$ cat src/rtl/envelope_shift_sequencer.sv
// Per-voice volume envelope: sequences a 4-bit attenuation shift through
// decay -> sustain -> release and pulses env_done when the voice falls silent.
module envelope_shift_sequencer #(
  parameter int unsigned RATE_W       = 16,
  parameter int unsigned SILENT_SHIFT = 15
) (
  input  logic              clock,
  input  logic              reset,
  input  logic              note_on,
  input  logic              note_off,
  input  logic [3:0]        sustain_shift,
  input  logic [RATE_W-1:0] decay_rate,
  input  logic [RATE_W-1:0] release_rate,
  output logic [3:0]        shift_amount,
  output logic              busy,
  output logic              env_done,
  output logic [1:0]        phase
);

  localparam logic [3:0] SILENT = 4'(SILENT_SHIFT);

  typedef enum logic [1:0] {
    IDLE    = 2'd0,
    DECAY   = 2'd1,
    SUSTAIN = 2'd2,
    RELEASE = 2'd3
  } state_e;

  state_e            state_q, state_d;
  logic [3:0]        shift_q, shift_d;
  logic [RATE_W-1:0] cnt_q, cnt_d;
  logic [3:0]        sus_q, sus_d;
  logic [RATE_W-1:0] drate_q, drate_d;
  logic [RATE_W-1:0] rrate_q, rrate_d;
  logic              done_q, done_d;
  logic              busy_q;

  logic              step_dec;
  logic              step_rel;
  logic [3:0]        shift_inc;

  assign step_dec  = (cnt_q == drate_q);
  assign step_rel  = (cnt_q == rrate_q);
  assign shift_inc = shift_q + 4'd1;

  always_comb begin
    state_d = state_q;
    shift_d = shift_q;
    cnt_d   = cnt_q;
    sus_d   = sus_q;
    drate_d = drate_q;
    rrate_d = rrate_q;
    done_d  = 1'b0;

    if (note_on) begin
      // Restart from any state; a coincident note_off or pending step is dropped.
      state_d = DECAY;
      shift_d = '0;
      cnt_d   = '0;
      sus_d   = sustain_shift;
      drate_d = decay_rate;
    end else if (note_off && (state_q == DECAY || state_q == SUSTAIN)) begin
      state_d = RELEASE;
      cnt_d   = '0;
      rrate_d = release_rate;
    end else begin
      case (state_q)
        IDLE: begin
          shift_d = SILENT;
          cnt_d   = '0;
        end
        DECAY: begin
          if (shift_q == sus_q) begin
            state_d = SUSTAIN;
            cnt_d   = '0;
          end else if (step_dec) begin
            cnt_d = '0;
            if (shift_q != 4'hF) shift_d = shift_inc;
          end else begin
            cnt_d = cnt_q + RATE_W'(1);
          end
        end
        SUSTAIN: begin
          cnt_d = '0;
        end
        RELEASE: begin
          if (shift_q >= SILENT) begin
            state_d = IDLE;
            shift_d = SILENT;
            cnt_d   = '0;
            done_d  = 1'b1;
          end else if (step_rel) begin
            cnt_d   = '0;
            shift_d = shift_inc;
            if (shift_inc == SILENT) begin
              state_d = IDLE;
              done_d  = 1'b1;
            end
          end else begin
            cnt_d = cnt_q + RATE_W'(1);
          end
        end
        default: begin
          state_d = IDLE;
          shift_d = SILENT;
          cnt_d   = '0;
        end
      endcase
    end
  end

  always_ff @(posedge clock) begin
    if (reset) begin
      state_q <= IDLE;
      shift_q <= SILENT;
      cnt_q   <= '0;
      sus_q   <= '0;
      drate_q <= '0;
      rrate_q <= '0;
      done_q  <= 1'b0;
      busy_q  <= 1'b0;
    end else begin
      state_q <= state_d;
      shift_q <= shift_d;
      cnt_q   <= cnt_d;
      sus_q   <= sus_d;
      drate_q <= drate_d;
      rrate_q <= rrate_d;
      done_q  <= done_d;
      busy_q  <= (state_d != IDLE);
    end
  end

  assign shift_amount = shift_q;
  assign busy         = busy_q;
  assign env_done     = done_q;
  assign phase        = state_q;

endmodule
$ cat config.mk
export PLATFORM = sky130hd
export DESIGN_NAME = envelope_shift_sequencer
export DESIGN_NICKNAME = d
export VERILOG_FILES = /design/src/rtl/envelope_shift_sequencer.sv
export SDC_FILE = /design/constraint.sdc
export NUM_CORES = 1
export LEC_CHECK = 0
export ABC_AREA = 0
export BUFFER_PORTS_ARGS = -buffer_cell sky130_fd_sc_hd__buf_2
export CORE_UTILIZATION = 45
export DETAILED_ROUTE_END_ITERATION = 8
export PLACE_DENSITY_LB_ADDON = 0.12
export SETUP_SLACK_MARGIN = 0.02
export SLEW_MARGIN = 20
export SYNTH_ARGS = -nofsm -noshare
export SYNTH_HDL_FRONTEND = slang
export SYNTH_SLANG_ARGS = --single-unit
$ cat constraint.sdc
create_clock -name clock -period 5.4 [get_ports clock]
set_input_delay 0.81 -clock clock [delete_from_list [all_inputs] [get_ports clock]]
set_output_delay 0.81 -clock clock [all_outputs]
set_load 0.01 [all_outputs]
==> out/metrics.csv <==
metric,value,unit
grt_use_total,19.0,%
dieArea,6810,um2
final_antenna_net_count,0,
die_h,82.5,um
cts_setup_buffers,0,
synth_simple_gate_area_share,20.6,%
path_max_fanout,16,
path_clk_slew,0.07,ns
syn-cell-area,2920,um2
via_per_inst,4.98,
rr_startpoint,shift_amount[1],
cts-root-buf,clkbuf_8,
peakVddDrop,0.201,mV
io_buffers,47,
worst_slack,3.16,ns
first_pass_iters,4,
fp.dieW,82.5,um
cts.path.max_buffers,2,
final_core_util,56.4,%
grt_start_max_net_pins,47,
finalSetupTns,0,ns
required,5.60,ns
hold_viol,0,
power_leakage,0.00136,uW
clock_latency,0.33,ns
cts_made_buffers,9,
grt_setup_unrepaired,no,
crit-reg2reg-capture,cnt_q[2],
core.rowCount,28,
antenna_found_initial,0,
synth.top_cells.by_count,"dfxtp_1 (60), nand2_1 (49), nor2_1 (45)",
cts_tree,done,
first_global_vias,2030,
synthCells,333,
vias,2255,
drc,0,
grt_pass1_wl,9480,um
hold_path_class,flip-flop to flip-flop,
slowest_stage,nor4_1,
finalWeightedCongestion,0.818,
r2r_slack,3.16,ns
synth_cell_types,38,
synthMuxAreaShare,7.20,%
ctsHtreeMaxLevel,3,
yosysSeqAreaShare,41.2,%
synth-seq-cells,60,
synth_top_area_cell,dfxtp_1,
synth_compound_area_share,8.15,%
setup_violations,0,
hold_start,rrate_q[12],
initial_core_util,47.9,%
synthArstFlopShare,0,%
synthTopCellsByArea,"dfxtp_1 (41%), xnor2_1 (11%), mux2i_1 (7.2%), nand2_1 (6.3%), nor2_1 (5.8%)",
critical_path_buf_inv_count,0,
place_ws,2.60,ns
syn_nets,378,
finalClockSkew,0.00630,ns
min_path_cells,2,
worst_pin_slew,0.833,ns
overflow,0,
ys_warn_count,0,
ys.flop_type,dfxtp_1,
core_area,6100,um2
max-cap-violations,0,
synth_xor_area_share,16.6,%
drv_slew,0,
cts_resized,0,
pin_count,48,
worstPathCellList,xor2_1 -> nor4_1 -> nor3_1 -> o21ai_2 -> nor2_1,
cp_top_family,simple AND/OR/NAND/NOR gates,
fin_crit,2.24,ns
powerDensity,342,nW/um2
cts.sinks,60,
path_class,flip-flop to flip-flop,
fin_crit_sh,41.5,%
status,completed,
synthAdderAreaFrac,2.14,%
syn2layout_area_growth,17.9,%
avgRoutedWirePerCell,12.7,um
start_kind,flip-flop,
critPathMaxStageDelay,0.71,ns
arrival,2.44,ns
postSynthAreaPerCell,8.76,um2
synth_top_area_share,41.2,%
wl,5760,um
diodes,0,
synth_top_family_by_area,simple AND/OR/NAND/NOR gates,
drive_above_1_share,20.1,%
dp_hpwl,4250,um
nets,419,
synth_edf_count,0,
drt_iter0_markers,71,
fmax,446,MHz
slew_headroom,44.5,%
synth_most_common_cell,dfxtp_1,
cts_hold_buf,0,
endpoint_kind,flip-flop,
min_to,rrate_q[12],
rr_worst_depth,5,
-- where the power goes --
group / switching (uW) / leakage, uW / internal [uW]
clock: 170 / 0.000136 / 376
combinational: 75.0 / 0.000735 / 67.4
sequential: 24.1 / 0.000491 / 464
-- cell type report --
type                    count  area [um2]
fillers                   601        2660
multi-input cells         247        1600
flip-flops and latches     60        1200
repair buffers             48         243
clock buffers              11         151
clock inverters             4         120
well taps                  75        93.8
inverters                   8        30.0
-- metrics by stage --
stage          instances  cell area [um2]  hold slack, ns  total power (uW)
2_1_floorplan        333             2920           0.449               598
3_3_place_gp         438             3170           0.457               639
3_5_place_dp         438             3170           0.466               641
4_1_cts              453             3440           0.473              1190
5_1_grt              453             3440           0.500              1230
6_report             453             3440           0.467              1180
-- worst reg2reg max path: stages (launching register included) --
cell     delay, ns
dfxtp_1       0.47
xor2_1        0.10
nor4_1        0.71
nor3_1        0.14
o21ai_2       0.56
nor2_1        0.13
-- state kept, by name, summed over array words and instances (netlist names) --
signal        count
sus_q             4
shift_amount      4
busy              1
env_done          1
drate_q          16
phase             2
rrate_q          16
cnt_q            16
-- layout by cell type, fill, tap and decap left out, types with 4 or more instances in the layout --
cell,synthesis,layout
a21o_1,4,4
a21oi_1,23,23
and3_1,4,4
buf_2,2,47
bufinv_16,0,4
clkbuf_8,0,11
dfxtp_1,60,60
ha_1,5,5
inv_1,8,8
mux2i_1,21,21
nand2_1,49,49
nand3_1,8,8
nand4_1,6,6
nor2_1,45,45
xnor2_1,36,36
xnor2_2,4,4
xor2_1,12,12
-- logic make-up (layout without fill, tap and decap cells) --
family | count (synthesis) | in the layout
AND/OR/NAND/NOR | 129 | 129
flip-flops | 60 | 60
XOR/XNOR | 52 | 52
AO/OA/AOI/OAI | 40 | 40
buffers and inverters | 26 | 71
multiplexers | 21 | 21
adder cells (fa/ha/maj) | 5 | 5
-- worst max path at each step --
stage                          from           to  slack [ns]  depth (start not counted)
finish              shift_amount[1]     cnt_q[2]        3.16                          5
global route        shift_amount[0]     cnt_q[2]        2.94                          5
CTS                 shift_amount[1]     cnt_q[2]        2.83                          5
detailed placement          note_on     cnt_q[2]        2.60                          6
global placement            note_on    cnt_q[13]        2.66                          6
floorplan                   note_on  rrate_q[10]        3.44                          5
-- per-layer routing --
layer / GRT usage (%) / wire length [um] / up-vias
met3: 6.59 / 286 / 6
met2: 27.9 / 2390 / 47
met1: 26.0 / 3030 / 1012
met5: 0 / 0 / -
met4: 5.69 / 63 / 0
li1: - / - / 1190
(Power assumes the default switching activity.)
